`src/rtl/mask_share_bridge.sv`:
```
// Splits plaintext bits into two Boolean shares using LFSR masks, feeds a
// pipelined masked core, and recombines/checks the core's returned shares.
module mask_share_bridge #(
    parameter logic [15:0] LFSR_SEED = 16'hACE1,
    parameter int unsigned CORE_LAT  = 1
) (
    input  logic        clk,
    input  logic        rst_n,
    input  logic        in_valid,
    output logic        in_ready,
    input  logic [3:0]  in_data,
    input  logic        reseed_valid,
    input  logic [15:0] reseed_data,
    output logic        a0,
    output logic        a1,
    output logic        b0,
    output logic        b1,
    output logic        c0,
    output logic        c1,
    output logic        d0,
    output logic        d1,
    output logic        r0,
    output logic        r1,
    output logic        r2,
    input  logic        out0,
    input  logic        out1,
    input  logic        out_n0,
    input  logic        out_n1,
    output logic        res_valid,
    input  logic        res_ready,
    output logic        res_data,
    output logic        res_err,
    output logic        busy
);

    typedef enum logic [1:0] {IDLE, WAIT, HOLD} state_t;

    state_t      state, state_next;
    logic [3:0]  cnt;
    logic [15:0] lfsr;
    logic [3:0]  share0, share1;
    logic [2:0]  rnd;
    logic        accept;
    logic        capture;

    function automatic logic [15:0] lfsr_step(input logic [15:0] l);
        return {l[14:0], l[15] ^ l[13] ^ l[12] ^ l[10]};
    endfunction

    assign accept  = (state == IDLE) && in_valid;
    assign capture = (state == WAIT) && (cnt == 4'd0);

    // Reseed wins over the free-running step; an all-zero seed would lock up.
    always_ff @(posedge clk or negedge rst_n) begin
        if (!rst_n) begin
            lfsr <= LFSR_SEED;
        end else if (reseed_valid) begin
            lfsr <= (reseed_data == 16'h0000) ? LFSR_SEED : reseed_data;
        end else begin
            lfsr <= lfsr_step(lfsr);
        end
    end

    always_ff @(posedge clk or negedge rst_n) begin
        if (!rst_n) begin
            state <= IDLE;
        end else begin
            state <= state_next;
        end
    end

    always_comb begin
        state_next = state;
        case (state)
            IDLE:    if (in_valid) state_next = WAIT;
            WAIT:    if (cnt == 4'd0) state_next = HOLD;
            HOLD:    if (res_ready) state_next = IDLE;
            default: state_next = IDLE;
        endcase
    end

    always_ff @(posedge clk or negedge rst_n) begin
        if (!rst_n) begin
            cnt <= 4'd0;
        end else if (accept) begin
            cnt <= 4'(CORE_LAT);
        end else if ((state == WAIT) && (cnt != 4'd0)) begin
            cnt <= cnt - 4'd1;
        end
    end

    // Shares and randomness only change on accept, so the core sees stable inputs.
    always_ff @(posedge clk or negedge rst_n) begin
        if (!rst_n) begin
            share0 <= 4'd0;
            share1 <= 4'd0;
            rnd    <= 3'd0;
        end else if (accept) begin
            share0 <= in_data ^ lfsr[3:0];
            share1 <= lfsr[3:0];
            rnd    <= lfsr[6:4];
        end
    end

    always_ff @(posedge clk or negedge rst_n) begin
        if (!rst_n) begin
            res_data <= 1'b0;
            res_err  <= 1'b0;
        end else if (capture) begin
            res_data <= out0 ^ out1;
            res_err  <= ~((out0 ^ out1) ^ (out_n0 ^ out_n1));
        end
    end

    assign a0 = share0[0];
    assign a1 = share1[0];
    assign b0 = share0[1];
    assign b1 = share1[1];
    assign c0 = share0[2];
    assign c1 = share1[2];
    assign d0 = share0[3];
    assign d1 = share1[3];
    assign r0 = rnd[0];
    assign r1 = rnd[1];
    assign r2 = rnd[2];

    assign in_ready  = (state == IDLE);
    assign busy      = (state != IDLE);
    assign res_valid = (state == HOLD);

endmodule

```
`config.mk`:
```
export PLATFORM = sky130hd
export DESIGN_NAME = mask_share_bridge
export DESIGN_NICKNAME = d
export VERILOG_FILES = /design/src/rtl/mask_share_bridge.sv
export SDC_FILE = /design/constraint.sdc
export NUM_CORES = 1
export LEC_CHECK = 0
export CORE_MARGIN = 5
export CORE_UTILIZATION = 42
export DETAILED_ROUTE_END_ITERATION = 12
export PLACE_DENSITY = 0.84
export SETUP_SLACK_MARGIN = 0.3
export SYNTH_ARGS = -nofsm -noshare
export SYNTH_HDL_FRONTEND = slang
export SYNTH_SLANG_ARGS = --single-unit
```
`constraint.sdc`:
```
create_clock -name clk -period 1.7 [get_ports clk]
set_input_delay 0.17 -clock clk [delete_from_list [all_inputs] [get_ports clk]]
set_output_delay 0.17 -clock clk [all_outputs]
set_load 0.02 [all_outputs]
```
==> results_dict.tcl <==
set metrics [dict create \
    outcome "finished clean" \
    htreeDepth 2 \
    crit_slowest_cell "dfrtp_1" \
    multi_input_area_um2 651 \
    power_density_nw_per_um2 1530 \
    final_util_pct 64.8 \
    synth_top_cell_by_area "dfrtp_1" \
    core_area_um2 3610 \
    worstPathCellList "inv_2, ha_4, or3b_4, nand2b_4, mux2_4" \
    yosys-mux-area-fraction_pct 9.23 \
    cp-endpoint "res_data$_DFFE_PN0P_" \
    die_w_um 70.4 \
    cts_tree "built" \
    synthXorXnorAreaFrac_pct 5.72 \
    ys_top_cells_by_area "dfrtp_1 (44%), dfstp_2 (14%), nand2_1 (7.4%)" \
    synth_top_family_by_area "simple AND/OR/NAND/NOR gates" \
    synth_adder_area_share_pct 1.63 \
    crit_path_max_incr_delay_ns 0.40 \
    slew_headroom_pct 66.0 \
    clk_latency_ns 0.29 \
    num_antenna_cells 0 \
    synth_cell_type_count 25 \
    root_buffer "clkbuf_8" \
    gp_congestion 0.875 \
    rows 22 \
    drtIter0Drc 73 \
    ys_seq_area_share_pct 57.8 \
    grt_max_degree 36 \
    grt_usage_pct 16.2 \
    critPathLaunchType "flip-flop" \
    cap_violations 0 \
    synth_simple_gate_area_share_pct 14.1 \
    clk_pin_slew_ns 0.08 \
    synth_compound_area_share_pct 8.99 \
    r2r-start "cnt[0]$_DFFE_PN0P_" \
    final_cell_mix "nand2_1 (30), dfrtp_1 (27), buf_4 (24)" \
    syn_to_final_growth_pct 52.6 \
    place_area_um2 2140 \
    grt_pass1_vias 1339 \
    critPathRequiredTime_ns 1.88 \
    worstPathArrival_ns 1.74 \
    total_power_mw 3.58 \
    fmax_ghz 0.643 \
    routed_wl_um 3730 \
    grt_overflow 0 \
    endpoint_kind "flip-flop" \
    hold_violations 0 \
    ios 45 \
    nFillCells 285 \
    min_period_ns 1.56 \
    place_hpwl_um 2660 \
    irDropWorstVdd_mv 0.860 \
    critPathMaxFanout 3 \
    die_y_um 70.4 \
    worstSetupStartpoint "cnt[0]$_DFFE_PN0P_" \
    path_class "flip-flop to flip-flop" \
    cts_inserted_buffers 5 \
    r2r-end "res_data$_DFFE_PN0P_" \
    yosys.area.top_type_share_pct 44.1 \
    skew_ns 0.00986 \
    worst_slew_pin_slew_ns 0.508 \
    synthCells 130 \
    leakagePower_nw 1.14 \
    start_util_pct 42.5 \
    slew_violations 0 \
    stdcell_area_um2 2340 \
    setup_viol 0 \
    period_share_pct 91.5 \
    tns_ns 0 \
    wl_per_cell_um 14.9 \
    syn_area_um2 1530 \
    firstDrtPassIters 4 \
    drc 0 \
    ys_warn_count 0 \
    antenna_left 0 \
    portBuffers 44 \
    ff_latch_area_um2 886 \
    rsz0062_at_grt "yes" \
    num_vias 1253 \
    nets 233 \
    layout_commonest_cell "nand2_1" \
    min_path_type "primary input to flip-flop" \
    drive_gt1_share_pct 32.5 \
    whs_ns 0.157 \
    vias_per_cell 4.99 \
    r2r_setup_slack_ns 0.14 \
    cts_buffer_depth 2 \
    die-area_um2 4950 \
    synth_nets 161 \
    rr_worst_depth 5 \
    syn_avg_cell_area_um2 11.8 \
    grt_pass1_wl_um 6290 \
    ys_seq_elements 35 \
    antenna_found_initial 0 \
    clock-sinks 35 \
]
[worst max-delay path: cells and delay by family (launching register included)]
family                     cells  cell delay [ns]
buffers and inverters          1             0.09
muxes                          1             0.30
DFF                            1             0.40
adders and majority gates      1             0.12
and+or+nand+nor                2             0.54
[metrics by stage]
stage               worst slack [ns]  std cells
floorplan                     0.0390        130
finish                         0.145        251
global placement              -0.153        231
detailed placement            -0.190        231
global route                   0.101        251
CTS                            0.149        249
[per-layer routing]
| layer | wire (um) | global-route usage, % | up-vias |
|---|---|---|---|
| met4 | 91 | 8.30 | 0 |
| met5 | 0 | 0 | - |
| met3 | 304 | 6.19 | 8 |
| li1 | - | - | 586 |
| met1 | 1540 | 18.3 | 603 |
| met2 | 1800 | 26.5 | 56 |
[cell usage after synthesis]
cell,number
nand2_1,30
dfrtp_1,27
mux2_2,9
dfstp_2,8
xnor2_1,8
o22a_1,7
clkbuf_1,5
inv_1,5
o21ai_0,5
mux2i_1,4
or4_4,3
ha_1,2
nand2b_1,2
nand3_1,2
or3b_2,2
xor2_1,2
a211oi_1,1
a31oi_1,1
nor2_1,1
nor2b_1,1
nor3_1,1
nor3b_1,1
o22a_2,1
o41ai_4,1
or4_1,1
[power breakdown]
part | leakage, nW | internal, mW | switching [mW]
logic | 0.667 | 0.746 | 0.806
clock network | 0.0581 | 0.436 | 0.314
registers | 0.410 | 1.11 | 0.165
[flip-flops by register name, summed over array words and instances (netlist names)]
register,cells
lfsr,16
cnt,4
share0,4
share1,4
rnd,3
state,2
res_data,1
res_err,1
[area by class of cell]
cell class	instances	share of cell area, %
repair buffers	70	26.1
inverters	5	0.803
clock inverters	3	1.87
flip-flops and latches	35	37.9
clock buffers	5	2.94
well taps	48	2.57
multi-input cells	85	27.8
[timing repair]
action	CTS	global route
setup buffers	10	2
hold buffers	0	0
gates resized for setup	40	11
pin swaps	7	6
endpoints found under the setup margin	35	26
[worst min-delay path by stage]
| stage | startpoint | endpoint | slack (ns) | cells after the start |
|---|---|---|---|---|
| detailed placement | lfsr[4]$_DFF_PN0_ | rnd[0]$_DFFE_PN0P_ | 0.47 | 2 |
| global placement | lfsr[14]$_DFF_PN0_ | lfsr[15]$_DFF_PN1_ | 0.46 | 1 |
| floorplan | rst_n | cnt[0]$_DFFE_PN0P_ | -0.13 | 0 |
| CTS | reseed_data[9] | lfsr[9]$_DFF_PN0_ | 0.24 | 2 |
| global route | reseed_data[14] | lfsr[14]$_DFF_PN0_ | 0.16 | 2 |
| finish | reseed_data[14] | lfsr[14]$_DFF_PN0_ | 0.16 | 2 |
[cells by family after synthesis]
logic type / count (synthesis)
AND/OR/NAND/NOR: 44
flip-flops: 35
AO/OA/AOI/OAI: 16
multiplexers: 13
XOR/XNOR: 10
buffers and inverters: 10
adder cells (fa/ha/maj): 2
Note: power is estimated with default switching activity, not from simulation.
